## src/rtl/dataslot_cmd_arbiter.sv

```systemverilog
// dataslot_cmd_arbiter: round-robin share of the bridge_core dataslot command channel with ack/done/timeout sequencing
//   clk_74a, reset_n             : clock, async active-low reset
//   req_valid/op/slot_id/...     : per-requester packed command fields, held until req_ready
//   req_ready, req_done/error    : one-hot accept pulse, one-hot completion pulse with failure flag
//   cmd_* / cmd_ack/done/status  : latched command to the host and its handshake
//   busy, grant_idx              : not idle, current or last grantee
module dataslot_cmd_arbiter #(
  parameter int NUM_REQ = 4,
  parameter logic [31:0] TIMEOUT_CYCLES = 32'd74_250_000,
  localparam int GW = NUM_REQ > 1 ? $clog2(NUM_REQ) : 1
) (
  input  logic                    clk_74a,
  input  logic                    reset_n,
  input  logic [NUM_REQ-1:0]      req_valid,
  input  logic [2*NUM_REQ-1:0]    req_op,
  input  logic [16*NUM_REQ-1:0]   req_slot_id,
  input  logic [32*NUM_REQ-1:0]   req_slot_offset,
  input  logic [32*NUM_REQ-1:0]   req_bridge_addr,
  input  logic [32*NUM_REQ-1:0]   req_length,
  output logic [NUM_REQ-1:0]      req_ready,
  output logic [NUM_REQ-1:0]      req_done,
  output logic                    req_error,
  output logic                    cmd_valid,
  output logic [1:0]              cmd_op,
  output logic [15:0]             cmd_slot_id,
  output logic [31:0]             cmd_slot_offset,
  output logic [31:0]             cmd_bridge_addr,
  output logic [31:0]             cmd_length,
  input  logic                    cmd_ack,
  input  logic                    cmd_done,
  input  logic [2:0]              cmd_status,
  output logic                    busy,
  output logic [GW-1:0]           grant_idx
);
  typedef enum logic [1:0] {IDLE, ISSUE, WAIT_DONE, COMPLETE} state_t;
  state_t state;
  logic [GW-1:0] rr_ptr;
  logic [31:0] cnt;
  logic err, hit, to;
  int sel;
  always_comb begin
    hit = 1'b0;
    sel = 0;
    // scan downward so the requester closest above rr_ptr wins last
    for (int k = NUM_REQ - 1; k >= 0; k--)
      if (req_valid[(int'(rr_ptr) + k) % NUM_REQ]) begin
        hit = 1'b1;
        sel = (int'(rr_ptr) + k) % NUM_REQ;
      end
  end
  assign to = (TIMEOUT_CYCLES != 32'd0) && (cnt == TIMEOUT_CYCLES - 32'd1);
  always_ff @(posedge clk_74a or negedge reset_n) begin
    if (!reset_n) begin
      state <= IDLE;
      rr_ptr <= '0;
      grant_idx <= '0;
      cnt <= '0;
      err <= 1'b0;
      busy <= 1'b0;
      req_ready <= '0;
      req_done <= '0;
      req_error <= 1'b0;
      cmd_valid <= 1'b0;
      cmd_op <= '0;
      cmd_slot_id <= '0;
      cmd_slot_offset <= '0;
      cmd_bridge_addr <= '0;
      cmd_length <= '0;
    end else begin
      req_ready <= '0;
      req_done <= '0;
      req_error <= 1'b0;
      case (state)
        IDLE: if (hit) begin
          grant_idx <= GW'(sel);
          rr_ptr <= GW'((sel + 1) % NUM_REQ);
          req_ready <= NUM_REQ'(1) << sel;
          cmd_op <= req_op[sel*2 +: 2];
          cmd_slot_id <= req_slot_id[sel*16 +: 16];
          cmd_slot_offset <= req_slot_offset[sel*32 +: 32];
          cmd_bridge_addr <= req_bridge_addr[sel*32 +: 32];
          cmd_length <= req_length[sel*32 +: 32];
          cnt <= '0;
          busy <= 1'b1;
          // reserved op never reaches the host
          err <= req_op[sel*2 +: 2] == 2'd3;
          cmd_valid <= req_op[sel*2 +: 2] != 2'd3;
          state <= req_op[sel*2 +: 2] == 2'd3 ? COMPLETE : ISSUE;
        end
        ISSUE: begin
          cnt <= cnt == '1 ? cnt : cnt + 32'd1;
          // done without ack counts as an implicit ack
          if (cmd_done) begin
            err <= cmd_status != 3'd0;
            cmd_valid <= 1'b0;
            state <= COMPLETE;
          end else if (cmd_ack) begin
            cnt <= '0;
            cmd_valid <= 1'b0;
            state <= WAIT_DONE;
          end else if (to) begin
            err <= 1'b1;
            cmd_valid <= 1'b0;
            state <= COMPLETE;
          end
        end
        WAIT_DONE: begin
          cnt <= cnt == '1 ? cnt : cnt + 32'd1;
          if (cmd_done || to) begin
            err <= cmd_done ? cmd_status != 3'd0 : 1'b1;
            state <= COMPLETE;
          end
        end
        default: begin
          req_done <= NUM_REQ'(1) << grant_idx;
          req_error <= err;
          busy <= 1'b0;
          state <= IDLE;
        end
      endcase
    end
  end
endmodule

```

## config.mk

```make
export PLATFORM = sky130hd
export DESIGN_NAME = dataslot_cmd_arbiter
export DESIGN_NICKNAME = d
export VERILOG_FILES = /design/src/rtl/dataslot_cmd_arbiter.sv
export SDC_FILE = /design/constraint.sdc
export NUM_CORES = 1
export LEC_CHECK = 0
export BUFFER_PORTS_ARGS = -buffer_cell sky130_fd_sc_hd__clkbuf_2
export CAP_MARGIN = 20
export CELL_PAD_IN_SITES_DETAIL_PLACEMENT = 1
export CELL_PAD_IN_SITES_GLOBAL_PLACEMENT = 2
export CORE_AREA = 2 2 232 234
export CTS_BUF_LIST = sky130_fd_sc_hd__clkbuf_8
export CTS_CLUSTER_SIZE = 10
export DETAILED_ROUTE_END_ITERATION = 8
export DIE_AREA = 0 0 234 236
export HOLD_SLACK_MARGIN = 0.15
export PLACE_DENSITY = 0.66
export SYNTH_ARGS = -nofsm -noshare
export SYNTH_HDL_FRONTEND = slang
export SYNTH_SLANG_ARGS = --single-unit
```

## constraint.sdc

```tcl
create_clock -name clk_74a -period 2.3 [get_ports clk_74a]
set_input_delay 0.115 -clock clk_74a [delete_from_list [all_inputs] [get_ports clk_74a]]
set_output_delay 0.115 -clock clk_74a [all_outputs]
set_load 0.05 [all_outputs]
```

* Word-level counts from Yosys, hierarchy flattened
Cells that the tools add are included.
Widths: inputs -> output; s select.
** Word-level totals
- Bits in registers :: 164
- Word-level logic and storage cells :: 111
- Output and inout bits :: 127
- Input bits :: 467
** Operators by class
- Reduce and logical (&&, ||, !) cells :: 16
- Bitwise operators :: 4
- Eq/ne operators :: 11
- Shifts and indexed selects :: 7
- $add $sub $neg :: 5
- Order comparisons :: 4
- Muxes and demuxes :: 49
** Operator list (count)
- $shiftx 128x32->32 :: 3
- $mux 32 :: 8
- $pmux 32 s3 :: 1
- $shiftx 64x32->16 :: 1
- $add 32x1->32 const B :: 1
- $eq 32x27->1 const B :: 1
- $eq 32x32->1 const B :: 1
- $shiftx 8x32->2 :: 1
- $shl 1x32->4 const A :: 1
- $mux 1 :: 23
- $lt 3x4->1 const B :: 3
- $mux 2 :: 6
- $mux 4 :: 3
- $bmux 1 s2 :: 4
- $reduce_or 2->1 :: 4
- $add 2x2->2 const B :: 3
- $ne 2x2->1 const B :: 3
- $ne 3x3->1 const B :: 2
- $pmux 2 s3 :: 1
- $reduce_and 2->1 :: 3
- $reduce_and 3->1 :: 2
- $reduce_bool 3->1 :: 2
- $reduce_and 5->1 :: 1
- $eq 2x2->1 const B :: 2
- other kinds (13) :: 16

* Depth between registers and ports, before layout
Gate-level depths: netlist of run 1.
- Word-level depth :: 15
- Depth in mapped cells :: 10

* Worst setup path before layout of run 1
Ideal clock, no wire load.
- Path kind :: reg2reg
- Start :: register state[0]
- End :: register cnt[23]
- Cell stages (with the launch flop) :: 9
- Arrival time :: 2.069 ns
- Required time :: 2.167 ns
- Path slack :: 0.098 ns
- Path buffers :: 1
- Clock period less this slack :: 2.202 ns
- Cell sequence :: dfrtp_1 inv_1 ha_1 clkbuf_1 a21o_1 or4_4 nor4b_4 a31o_2 a21oi_1
** Between the ends
- Word-level cells in the longest chain between the ends :: 3
** RTL lines
- start, declared :: RTL line 36 : state_t state;
- start signal, assigned :: RTL line 88 : state <= req_op[sel*2 +: 2] == 2'd3 ? COMPLETE : ISSUE;
- $eq 2x2->1, or another cell as far along :: RTL line 73 : case (state)
- $reduce_bool 3->1 (no source line) or $ne 2x2->1 (tied branches)
- $reduce_and 2->1 (no source line)
- end signal, assigned :: RTL line 91 : cnt <= cnt == '1 ? cnt : cnt + 32'd1;
- end signal, assigned :: RTL line 108 : cnt <= cnt == '1 ? cnt : cnt + 32'd1;
- end, declared :: RTL line 38 : logic [31:0] cnt;
Parallel ways exist; a longest one is shown, timed or not.
A chain may end at the register's enable or synchronous reset.

* Worst setup path after layout of run 1
- Start :: register rr_ptr[1]
- End :: register cmd_bridge_addr[28]
** Between the ends
- Word-level cells in the longest chain between the ends :: 9
** RTL lines
- start, declared :: RTL line 37 : logic [GW-1:0] rr_ptr;
- start signal, assigned :: RTL line 76 : rr_ptr <= GW'((sel + 1) % NUM_REQ);
- $add 2x2->2 :: RTL line 46, 48
- $bmux 1 s2 :: RTL line 46 : if (req_valid[(int'(rr_ptr) + k) % NUM_REQ]) begin
- $mux 1 (not written as such) (2 in a row) :: RTL line 46
- $mux 32 or $mux 1 (tied branches) (4 in a row) :: RTL line 46
- $shiftx 128x32->32 or $reduce_and 2->1 (tied branches)
- end signal, assigned :: RTL line 81 : cmd_bridge_addr <= req_bridge_addr[sel*32 +: 32];
- end, declared :: RTL line 27 : output logic [31:0] cmd_bridge_addr,
Parallel ways exist; a longest one is shown, timed or not. The select of a mux whose other input is x is not followed.

==> results of run 1 <==
cell usage in the layout, fill, tap and decap left out, types with 3 or more instances in the layout:
master | netlist | routed
sky130_fd_sc_hd__mux2i_2 | 0 | 4
sky130_fd_sc_hd__o21ai_0 | 26 | 26
sky130_fd_sc_hd__inv_1 | 14 | 13
sky130_fd_sc_hd__xnor2_1 | 4 | 4
sky130_fd_sc_hd__nor3b_1 | 3 | 3
sky130_fd_sc_hd__nand2_1 | 139 | 139
sky130_fd_sc_hd__dfrtp_2 | 0 | 4
sky130_fd_sc_hd__clkinvlp_4 | 0 | 4
sky130_fd_sc_hd__buf_4 | 6 | 61
sky130_fd_sc_hd__mux2i_1 | 226 | 222
sky130_fd_sc_hd__nand4_1 | 9 | 9
sky130_fd_sc_hd__dlygate4sd3_1 | 0 | 458
sky130_fd_sc_hd__dfrtp_1 | 164 | 160
sky130_fd_sc_hd__ha_1 | 9 | 7
sky130_fd_sc_hd__o211ai_1 | 7 | 7
sky130_fd_sc_hd__nand3b_1 | 3 | 3
sky130_fd_sc_hd__clkbuf_2 | 0 | 592
sky130_fd_sc_hd__nor2_1 | 40 | 39
sky130_fd_sc_hd__buf_12 | 0 | 19
sky130_fd_sc_hd__nand3_1 | 26 | 26
sky130_fd_sc_hd__inv_6 | 0 | 4
sky130_fd_sc_hd__nor3_1 | 4 | 3
sky130_fd_sc_hd__diode_2 | 0 | 10
sky130_fd_sc_hd__nor4_1 | 7 | 7
sky130_fd_sc_hd__mux2_2 | 113 | 113
sky130_fd_sc_hd__o21ai_1 | 100 | 100
sky130_fd_sc_hd__clkbuf_8 | 0 | 17
sky130_fd_sc_hd__o31ai_1 | 3 | 3
sky130_fd_sc_hd__and2_1 | 7 | 7
sky130_fd_sc_hd__or3_1 | 4 | 3
sky130_fd_sc_hd__nor2b_1 | 4 | 4
sky130_fd_sc_hd__and3_1 | 4 | 4
sky130_fd_sc_hd__a21oi_1 | 11 | 11
sky130_fd_sc_hd__nand2b_1 | 6 | 5
sky130_fd_sc_hd__or2_2 | 4 | 4
sky130_fd_sc_hd__xor2_1 | 16 | 16
sky130_fd_sc_hd__or4_1 | 6 | 6
flip-flops by register name, summed over array words and instances, names as in the netlist, 4 cells and up:
signal	flops
req_done	4
cnt	32
cmd_length	32
cmd_slot_offset	32
cmd_slot_id	16
req_ready	4
cmd_bridge_addr	32
cell type report:
| type | instances | share of cell area (%) |
|---|---|---|
| diodes | 10 | 0.124 |
| clock buffers | 17 | 1.16 |
| clock inverters | 15 | 0.845 |
| inverters | 14 | 0.261 |
| multi-input cells | 814 | 30.9 |
| flip-flops and latches | 164 | 20.4 |
| well taps | 696 | 4.33 |
| repair buffers | 1134 | 42.0 |
power by group:
| group | leakage, nW | total [mW] | internal, mW | switching, mW |
|---|---|---|---|---|
| registers | 2.08 | 4.71 | 4.03 | 0.680 |
| logic | 7.58 | 14.2 | 5.10 | 9.07 |
| clock network | 0.194 | 2.35 | 0.989 | 1.36 |
routing by layer:
layer  up-vias  GRT usage, %
met5         -             0
met4         2          9.24
met3       141          6.14
met2       530          35.8
met1      6110          21.6
li1       5969             -
repair_timing:
| action | CTS | global route |
|---|---|---|
| setup endpoints to repair | 2 | 56 |
| resized for setup | 2 | 17 |
| hold buffers | 460 | 0 |
| cloned | 0 | 2 |
| endpoints found under the hold margin | 283 | 0 |
| setup buffers | 0 | 5 |
| pin swaps | 0 | 6 |
through the flow:
step           instance area, um2  cells  worst slack, ns  TNS [ns]
4_1_cts                     20000   2847           0.0551         0
3_3_place_gp                14900   2355          -0.0333   -0.0333
6_report                    20100   2864           0.0333         0
5_1_grt                     20100   2862          -0.0327   -0.0340
3_5_place_dp                14900   2355          -0.0279   -0.0279
2_1_floorplan               10700   1066           0.0976         0
cell families after synthesis:
family,after synthesis,share of synthesized area (%)
flops,164,38.3
xor+xnor,20,1.64
buf+inv,88,4.44
fa+ha+maj,9,1.05
compound gates,162,8.32
simple gates,284,13.2
mux,339,33.0
path summary, 6_finish.rpt:
check | start | endpoint | slack, ns
hold reg to reg | cmd_op[1] | cmd_op[1] | 0.49
hold / removal | req_slot_id[63] | cmd_slot_id[15] | 0.20
setup reg to reg | rr_ptr[1] | cmd_bridge_addr[28] | 0.03
setup / recovery | rr_ptr[1] | cmd_bridge_addr[28] | 0.03
max in group asynchronous | reset_n | cmd_slot_id[5] | 1.22
min in group asynchronous | reset_n | rr_ptr[0] | 0.63
worst reg2reg max path: cells and delay by family (launching register included):
family                 cells  cell delay, ns
buffers and inverters      2            0.47
AND/OR/NAND/NOR            2            0.36
AO/OA/AOI/OAI              2            0.35
multiplexers               2            0.59
flip-flops                 1            0.39
==> run summary, run 1 <==
## CTS
• **CTS buffer count** 17
• **Clock Root Buffer** sky130_fd_sc_hd__clkbuf_8
• **clock tree from TritonCTS** done
• **clock latency on the worst-skew pair** 0.55 ns
• **count of clock tree sinks** 164
• **buffer depth of the longest clock path** 2
• **clock slew at the register clock pins of the worst setup and hold paths** 0.11 ns
• **H-tree depth** 4

## STA
• **worst hold slack after final layout** 0.203 ns
• **slew of the pin with the lowest slew margin** 0.681 ns
• **Setup-failing EPs final** 0
• **relative slew slack** 54.4%
• **shortest period the worst path allows** 2.27 ns
• **number of hold violations in the final report** 0
• **maximum clock rate** 441 MHz
• **Final Max Slew Viols** 0
• **crit share post-route** 98.6%
• **final worst clock skew** 0.0118 ns

## Synthesis
• **synth cell count leaders** 226 x sky130_fd_sc_hd__mux2i_1, 164 x sky130_fd_sc_hd__dfrtp_1, 139 x sky130_fd_sc_hd__nand2_1, 113 x sky130_fd_sc_hd__mux2_2, 100 x sky130_fd_sc_hd__o21ai_1
• **post-synthesis net count** 1542
• **Avg Inst Size Synth** 10.0 um2
• **Post-synth top flop** sky130_fd_sc_hd__dfrtp_1
• **post-synthesis instance area** 10700 um2
• **Synth Instances** 1066
• **number of enable-type register cells in the synthesized netlist** 0
• **top post-synthesis cells by area** sky130_fd_sc_hd__dfrtp_1 38%, sky130_fd_sc_hd__mux2i_1 21%, sky130_fd_sc_hd__mux2_2 12%
• **library cell occupying the most area in the post-synthesis netlist** sky130_fd_sc_hd__dfrtp_1
• **Synth cell types** 62
• **flops & latches, synth** 164
• **sequential element share of the synthesized area** 38.3%
• **Async S/R FF share, synth** 100%
• **top-count cell post-synth** sky130_fd_sc_hd__mux2i_1
• **Yosys warnings** 0
• **Synth top area share** 38.3%

## Drt
• **Post-Route M1 WL** 22.3 mm
• **Total Routed Length** 57.4 mm
• **Detailed Route Iter0 Violations** 404
• **ratio of routed vias to standard cells** 4.45
• **DR top layer** met5
• **number of design rule violations left after detail routing** 0
• **total iterations of the first detailed-routing run** 4
• **via count** 12800
• **antenna-violating nets left** 0
• **wire length per cell after detailed routing** 20.1 um
• **met3 WL** 3.84 mm
• **met2 routed WL** 28.8 mm

## Placement
• **HPWL after detailed placement** 37.4 mm
• **Routability Congestion** 0.824
• **number of buffers added on ports** 593

## Finish
• **sequential cell area in the final layout** 4110 um2
• **filler cell count** 6125
• **# nets final** 2621
• **share of post-route cells with drive strength above 1** 39.7%
• **area of the multi-input gates** 6210 um2
• **final standard cell utilization of the core** 37.9%
• **post-synthesis to final-layout area growth** 88.0%

## Die
• **I/O pin count** 594
• **horizontal die dimension** 234 um
• **chip height** 236 um
• **initial cell density of the core** 20.2%
• **Placeable Area** 53100 um2
• **number of rows in the core area** 85
• **full die area** 55200 um2

## Global routing
• **grt total ovfl** 0
• **aggregate global-route resource usage** 20.1%
• **wire length of the first global-routing pass** 84.5 mm
• **vias in the first global route** 14500
• **pin count of the biggest net entering global routing** 82
• **antenna violations before repair** 12

## Critical path
• **startpoint types** register
• **crit path DAT** 2.71 ns
• **delay of the slowest cell on the worst path** 0.39 ns
• **capturing element type of the critical path** register
• **Most Frequent Cell on Critical Path** sky130_fd_sc_hd__buf_12
• **critical path's slowest cell** sky130_fd_sc_hd__dfrtp_1
• **critical setup path kind** reg -> reg
• **CP bufs+invs** 2
• **worst r2r path cells** 8
• **depth of the critical timing path with buffers and inverters included** 8
• **dominant delay contributor by cell family on the critical path** multiplexers
• **Worst Path Required** 2.74 ns
• **Max Fanout on Critical Path** 19
• **critical path cell sequence** and2_1, o211a_1, nor2_4, buf_12, buf_12, mux2i_2, mux2_2, o21ai_1

## Power
• **maximum vdd drop** 0.000493 V
• **ratio of total power to cell area** 1050 nW/um2
• **static leakage** 9.86 nW
• **total power after layout** 21.2 mW

## Hold path
• **worst min-delay path class** in -> reg
• **Worst Hold Path Cells** 4

## Run
• **number of max-capacitance violations reported** 0

## Run status
• **result of the run** finished, final reports clean

No activity file was read; power rests on OpenSTA's default activity.
==> inputs of run 2 (changes only) <==
- clock period: 2.3 -> 1.9 ns (I/O delays scaled with it)
==> run summary, run 2 (synthesis gave the netlist of run 1 again) <==
## Die
• **chip height** 236 um, unchanged
• **horizontal die dimension** 234 um, unchanged
• **I/O pin count** 594, unchanged
• **full die area** 55200 um2, unchanged
• **initial cell density of the core** 20.2%, unchanged
• **number of rows in the core area** 85, unchanged
• **Placeable Area** 53100 um2, unchanged

## STA
• **crit share post-route** 121%, +22 points
• **relative slew slack** 63.8%, +9.4 points
• **slew of the pin with the lowest slew margin** 0.545 ns, -0.136 ns
• **RSZ-0062 raised after global routing** true
• **maximum clock rate** 437 MHz, -1.1%
• **Setup TNS** -24.15 ns, -24.15 ns
• **final worst clock skew** 0.0152 ns, +0.00339 ns
• **Setup-failing EPs final** 147, +147
• **shortest period the worst path allows** 2.29 ns, +0.0241 ns
• **number of hold violations in the final report** 0, unchanged
• **Worst Slack Setup Final** -0.391 ns, -0.424 ns
• **Final Max Slew Viols** 0, unchanged

## Global routing
• **Top Usage Layer GRT** met2
• **antenna violations before repair** 16, +4
• **grt total ovfl** 0, unchanged
• **fraction of met2 tracks used by global routing** 42.1%, +6.3 points
• **wire length of the first global-routing pass** 95.8 mm, +13%
• **GR Util met1** 24.0%, +2.4 points
• **pin count of the biggest net entering global routing** 46, -44%
• **vias in the first global route** 16000, +11%
• **met3 track demand over resource in global routing** 5.00%, -1.1 points
• **aggregate global-route resource usage** 23.0%, +2.9 points

## CTS
• **H-tree depth** 4, unchanged
• **CTS buffer count** 17, unchanged
• **clock latency on the worst-skew pair** 0.52 ns, -0.03 ns
• **clock slew at the register clock pins of the worst setup and hold paths** 0.10 ns, about the same
• **Clock Root Buffer** sky130_fd_sc_hd__clkbuf_8
• **buffer depth of the longest clock path** 2, unchanged
• **count of clock tree sinks** 164, unchanged
• **clock tree from TritonCTS** done

## Critical path
• **delay of the slowest cell on the worst path** 0.40 ns, about the same
• **critical setup path kind** reg -> reg
• **capturing element type of the critical path** register
• **CP bufs+invs** 3, +1
• **Max Fanout on Critical Path** 7, -12
• **Worst Path Required** 2.30 ns, -0.44 ns
• **crit path DAT** 2.69 ns, -0.02 ns
• **dominant delay contributor by cell family on the critical path** multiplexers
• **critical path cell sequence** and2_4, o211a_4, nor2_4, buf_12, buf_16, buf_4, mux2i_1, mux2_2, o21ai_1
• **startpoint types** register
• **critical path's slowest cell** sky130_fd_sc_hd__dfrtp_1

## Drt
• **total iterations of the first detailed-routing run** 4, unchanged
• **number of design rule violations left after detail routing** 0, unchanged
• **via count** 14200, +11%
• **wire length per cell after detailed routing** 23.0 um, +15%
• **ratio of routed vias to standard cells** 4.68, +5.2%
• **Detailed Route Iter0 Violations** 554, +37%
• **Total Routed Length** 69.6 mm, +21%
• **antenna-violating nets left** 0, unchanged

## Finish
• **commonest non-fill, non-tap cell in the layout** sky130_fd_sc_hd__clkbuf_2
• **most frequent cells in the layout** 592 x sky130_fd_sc_hd__clkbuf_2, 459 x sky130_fd_sc_hd__dlygate4sd3_1, 163 x sky130_fd_sc_hd__dfrtp_1
• **share of post-route cells with drive strength above 1** 52.9%, +13 points
• **Final Instance Count excl. Fillers** 3024, +5.6%
• **# nets final** 2773, +5.8%
• **filler cell count** 5842, -4.6%
• **finished layout cell area** 24000 um2, +19%
• **post-synthesis to final-layout area growth** 124%

## Power
• **Internal Power** 16.7 mW, +65%
• **net switching component of the power** 16.1 mW, +45%
• **ratio of total power to cell area** 1370 nW/um2, +30%
• **Clock Power Share** 9.5%, -1.6 points
• **share of power burned in combinational logic** 72.7%, +5.9 points
• **maximum vdd drop** 0.000601 V, +22%
• **relative contribution of sequential cells to total power** 17.8%, -4.4 points
• **proportion of total power due to net switching** 49.1%, -3.3 points
• **static leakage** 11.5 nW, +17%

## Run status
• **result of the run** finished, violations left
• **violated checks** negative setup slack

## Placement
• **setup slack at placement** -0.288 ns, -0.260 ns
• **HPWL after detailed placement** 38.0 mm, +1.4%
• **number of buffers added on ports** 593, unchanged
• **dpl cell area** 15700 um2, +5.0%
• **Routability Congestion** 0.828, +0.55%
• **number of cells after detailed placement** 2451, +4.1%

## Run
• **number of max-capacitance violations reported** 0, unchanged

## Hold path
• **worst min-delay path class** in -> async

-- run 2: cell count changes in the layout (fill, tap and decap cells not counted), moves of 37 or more --
cell	change
sky130_fd_sc_hd__o21ai_2	+84
sky130_fd_sc_hd__mux2_4	+101
sky130_fd_sc_hd__mux2i_1	-70
sky130_fd_sc_hd__mux2i_2	+37
sky130_fd_sc_hd__buf_4	+51
sky130_fd_sc_hd__mux2_2	-101
sky130_fd_sc_hd__buf_6	+40
sky130_fd_sc_hd__o21ai_1	-66
-- run 2: final cells by class --
cell class | instances | area (um2) | share of cell area (%)
timing repair buffer | 1286 | 10500 | 43.9
multi-input combinational | 814 | 7910 | 33.0
sequential | 164 | 4110 | 17.1
tap | 696 | 871 | 3.64
clock buffer | 19 | 262 | 1.09
clock inverter | 11 | 184 | 0.768
inverter | 14 | 62.6 | 0.261
antenna | 20 | 50.0 | 0.209
-- run 2: metrics by stage --
stage,utilization [%],total power [mW],hold WS [ns]
6_report,45.1,32.7,0.200
5_1_grt,45.1,34.2,0.178
4_1_cts,43.1,30.5,0.154
3_5_place_dp,29.6,22.6,0.0878
3_3_place_gp,29.6,22.4,0.0860
2_1_floorplan,-,16.8,-0.201
-- run 2: path summary, 6_finish.rpt --
kind	from	end	slack, ns	cells past startpoint
hold reg to reg	cmd_op[1]	cmd_op[1]	0.48	2
setup / recovery	rr_ptr[1]	cmd_bridge_addr[16]	-0.39	9
max in group asynchronous	reset_n	cmd_slot_offset[1]	1.41	3
hold / removal	reset_n	cmd_bridge_addr[10]	0.20	3
min in group clk_74a	cmd_ack	err	0.23	5
setup reg to reg	rr_ptr[1]	cmd_bridge_addr[16]	-0.39	9
-- run 2: repair_timing --
| item | 4_1_cts | 5_1_grt |
|---|---|---|
| pin swaps | 41 | 73 |
| cloned | 14 | 4 |
| resized for setup | 348 | 227 |
| buffers inserted | 41 | 22 |
| endpoints found under the setup margin | 154 | 154 |
| endpoints found under the hold margin | 281 | 0 |
| hold buffers | 460 | 0 |
-- run 2: layer usage --
metal,share of wire (%),wire length (um)
met5,0,0
met4,6.0,4160
met3,6.3,4410
met2,52,35900
met1,36,25100
-- run 2: power by group through the flow --
stage          combinational [mW]  sequential [mW]  clock [mW]
6_report                     23.8             5.83        3.10
5_1_grt                      24.9             5.98        3.34
4_1_cts                      21.6             5.71        3.22
3_5_place_dp                 16.9             5.76           0
3_3_place_gp                 16.7             5.70           0
2_1_floorplan                6.78             10.0           0
-- run 2: tightest hold or removal path: stages --
cell	delay [ns]
sky130_fd_sc_hd__dlygate4sd3_1	0.54
sky130_fd_sc_hd__clkbuf_8	0.21
sky130_fd_sc_hd__buf_4	0.21
==> inputs of run 3 (changes only) <==
- ABC_AREA: unset -> 1
- CORE_AREA: 2 2 232 234 -> unset
- CORE_ASPECT_RATIO: unset -> 1.1
- CORE_MARGIN: unset -> 2
- CORE_UTILIZATION: unset -> 21
- DIE_AREA: 0 0 234 236 -> unset
- PLACE_DENSITY: 0.66 -> unset
- PLACE_DENSITY_LB_ADDON: unset -> 0.1
==> run summary, run 3 <==
## Critical path
• **crit path DAT** 2.69 ns, about the same
• **Max Fanout on Critical Path** 8, +1
• **critical setup path kind** reg -> reg
• **endpoint of the lowest-slack register-to-register path** cmd_bridge_addr[31]
• **critical path's slowest cell** sky130_fd_sc_hd__dfrtp_2
• **dominant delay contributor by cell family on the critical path** buffers and inverters
• **worst r2r path cells** 15, +6
• **critical path cell sequence** buf_8, inv_8, nand2_1, nand2_2, nand2_4, nand3_4, nand3_4, nand2_8, clkinv_16, buf_12, buf_4, o21ai_2, inv_1, o21ai_1, nand3_1
• **CP bufs+invs** 6, +3
• **Most Frequent Cell on Critical Path** sky130_fd_sc_hd__nand3_4
• **Worst Path Required** 2.35 ns, +0.05 ns
• **startpoint types** register
• **reg2reg setup slack** -0.34 ns, +0.05 ns
• **capturing element type of the critical path** register
• **delay of the slowest cell on the worst path** 0.44 ns, +0.04 ns
• **Critical R2R Launch** rr_ptr[0]

## Drt
• **Detailed Route Iter0 Violations** 496, -10%
• **Total Routed Length** 70.7 mm, +1.5%
• **number of design rule violations left after detail routing** 0, unchanged
• **ratio of routed vias to standard cells** 4.61, -1.7%
• **antenna-violating nets left** 0, unchanged
• **via count** 16300, +15%
• **total iterations of the first detailed-routing run** 5, +1
• **wire length per cell after detailed routing** 20.0 um, -13%

## Finish
• **commonest non-fill, non-tap cell in the layout** sky130_fd_sc_hd__clkbuf_2
• **filler cell count** 6415, +9.8%
• **Final Instance Count excl. Fillers** 3528, +17%
• **most frequent cells in the layout** 592 x sky130_fd_sc_hd__clkbuf_2, 463 x sky130_fd_sc_hd__dlygate4sd3_1, 405 x sky130_fd_sc_hd__nand2_1
• **post-synthesis to final-layout area growth** 106%
• **share of post-route cells with drive strength above 1** 36.5%, -16 points
• **# nets final** 3297, +19%

## Synthesis
• **Synth cell types** 37, -40%
• **top post-synthesis cells by area** sky130_fd_sc_hd__dfrtp_1 37%, sky130_fd_sc_hd__nand2_1 15%, sky130_fd_sc_hd__o21ai_1 7.9%
• **flops & latches, synth** 164, unchanged
• **Post-synth top flop** sky130_fd_sc_hd__dfrtp_1
• **library cell occupying the most area in the post-synthesis netlist** sky130_fd_sc_hd__dfrtp_1
• **top-count cell post-synth** sky130_fd_sc_hd__nand2_1
• **Async S/R FF share, synth** 100%, unchanged
• **Synth Instances** 1639, +54%
• **number of enable-type register cells in the synthesized netlist** 0, unchanged
• **post-synthesis net count** 2115, +37%
• **Synth top area share** 37.0%, -1.3 points
• **sequential element share of the synthesized area** 37.0%, -1.3 points
• **post-synthesis instance area** 11100 um2, +3.5%
• **Avg Inst Size Synth** 6.76 um2, -33%
• **Yosys warnings** 0, unchanged
• **synth cell count leaders** 437 x sky130_fd_sc_hd__nand2_1, 183 x sky130_fd_sc_hd__inv_1, 176 x sky130_fd_sc_hd__o21ai_1, 164 x sky130_fd_sc_hd__dfrtp_1, 144 x sky130_fd_sc_hd__nand3_1

## STA
• **relative slew slack** 64.7%, +0.85 points
• **final worst clock skew** 0.00845 ns, -0.00676 ns
• **slew of the pin with the lowest slew margin** 0.525 ns, -0.0199 ns
• **RSZ-0062 raised after global routing** true
• **Setup-failing EPs final** 152, +3.4%
• **number of hold violations in the final report** 0, unchanged
• **Final Max Slew Viols** 0, unchanged
• **crit share post-route** 118%, -2.7 points
• **maximum clock rate** 447 MHz, +2.3%
• **shortest period the worst path allows** 2.24 ns, -0.0517 ns
• **Worst Slack Setup Final** -0.339 ns, +0.0517 ns

## Die
• **Placeable Area** 52300 um2, -1.4%
• **horizontal die dimension** 223 um, -4.7%
• **full die area** 54700 um2, -1.0%
• **number of rows in the core area** 88, +3.5%
• **I/O pin count** 594, unchanged
• **chip height** 245 um, +3.8%
• **initial cell density of the core** 21.2%, +1.0 points

## Hold path
• **Worst Hold Path Cells** 4
• **worst hold path startpoint** req_bridge_addr[32]
• **end point of the worst hold path** cmd_bridge_addr[0]
• **worst min-delay path class** in -> reg

## CTS
• **CTS buffer count** 17, unchanged
• **clock latency on the worst-skew pair** 0.57 ns, +0.05 ns
• **clock tree from TritonCTS** done
• **count of clock tree sinks** 164, unchanged
• **Clock Root Buffer** sky130_fd_sc_hd__clkbuf_8
• **H-tree depth** 4, unchanged
• **clock slew at the register clock pins of the worst setup and hold paths** 0.10 ns, about the same
• **buffer depth of the longest clock path** 2, unchanged

## Run status
• **violated checks** negative setup slack
• **result of the run** finished, violations left

## Placement
• **number of cells after detailed placement** 2963, +21%
• **number of buffers added on ports** 593, unchanged
• **setup slack at placement** -0.437 ns, -0.150 ns
• **Routability Congestion** 0.864, +4.3%
• **HPWL after detailed placement** 47.6 mm, +25%

## Power
• **static leakage** 11.6 nW, +0.14%
• **total power after layout** 43.7 mW, +34%
• **maximum vdd drop** 0.000801 V, +33%
• **ratio of total power to cell area** 1920 nW/um2, +40%

## Run
• **number of max-capacitance violations reported** 0, unchanged

## Global routing
• **antenna violations before repair** 20, +4
• **vias in the first global route** 18000, +12%
• **grt total ovfl** 0, unchanged
• **pin count of the biggest net entering global routing** 61, +33%
• **aggregate global-route resource usage** 24.6%, +1.6 points
• **wire length of the first global-routing pass** 103 mm, +7.5%

[run 3: cell types whose count changed after synthesis, sizes merged, moves of 21 or more]
| cell | previous run | this run |
|---|---|---|
| nand2 | 139 | 445 |
| mux2i | 226 | 0 |
| inv | 14 | 212 |
| nand3 | 27 | 147 |
| mux2 | 113 | 0 |
| nor2 | 40 | 130 |
| o21ai | 126 | 212 |
| o21a | 1 | 60 |
| a31oi | 1 | 44 |
| nor3 | 6 | 36 |
| buf | 43 | 67 |
| o211ai | 7 | 28 |
[run 3: how the worst max path moves through the flow]
stage,from,cells after the start,endpoint,slack (ns)
6_report,rr_ptr[0],15,cmd_bridge_addr[31],-0.34
5_1_grt,rr_ptr[0],15,cmd_bridge_addr[31],-0.46
4_1_cts,rr_ptr[0],17,cmd_slot_offset[10],-0.30
3_5_place_dp,rr_ptr[0],13,state[1],-0.44
3_3_place_gp,rr_ptr[0],14,cmd_length[24],-0.34
2_1_floorplan,cnt[0],14,cnt[11],0.001
[run 3: cell families after synthesis]
group / Yosys count / share of synthesized area [%]
and+or+nand+nor: 788 / 30.7
AOI/OAI and AO/OA: 367 / 19.1
buffers and inverters: 308 / 11.9
DFF: 164 / 37.0
adders and majority gates: 9 / 1.02
xor gates and xnor gates: 3 / 0.237
[run 3: worst min-delay path, cell delays in order]
cell and delay, ns:
sky130_fd_sc_hd__dlygate4sd3_1 0.52, sky130_fd_sc_hd__clkbuf_2 0.09, sky130_fd_sc_hd__o21ai_1 0.06, sky130_fd_sc_hd__nand3_1 0.06
[run 3: per-layer routing]
layer | vias up | track usage [%] | wire [um]
met5 | - | 0 | 27
met2 | 531 | 45.3 | 36900
met1 | 7848 | 26.1 | 27000
li1 | 7709 | - | -
met3 | 160 | 6.73 | 3830
met4 | 4 | 11.2 | 2850
[run 3: area by class of cell]
type                    count  area [um2]  share of cell area [%]
repair buffers           1257       10100                    44.4
multi-input cells        1167        6370                    28.0
flip-flops and latches    164        4110                    18.0
inverters                 213         853                    3.74
well taps                 675         845                    3.71
clock buffers              22         303                    1.33
clock inverters             9         126                   0.554
diodes                     20        50.0                   0.220
repair inverters            1        11.3                  0.0494
[run 3: what timing repair did]
| item | in CTS | in global routing |
|---|---|---|
| gates resized for setup | 108 | 129 |
| pin swaps | 39 | 35 |
| hold endpoints to repair | 286 | 0 |
| buffers inserted | 21 | 12 |
| hold buffers | 464 | 0 |
| gates cloned | 6 | 13 |
| endpoints found under the setup margin | 158 | 158 |
[run 3: metrics by stage]
step	hold WS [ns]	cell area [um2]	utilization (%)	TNS, ns
after floorplan	-0.201	11200	-	0
after global placement	0.0992	16000	30.6	-40.88
after detailed placement	0.0949	16000	30.6	-56.11
after CTS	0.214	21800	41.7	-31.20
after global routing	0.258	22800	43.6	-52.14
final	0.290	22800	43.6	-32.17
[run 3: where the power goes]
part	switching [mW]	total [mW]	internal, mW
sequential	0.892	5.94	5.05
clock	1.57	3.03	1.46
combinational	21.1	34.8	13.6
total	23.6	43.7	20.1
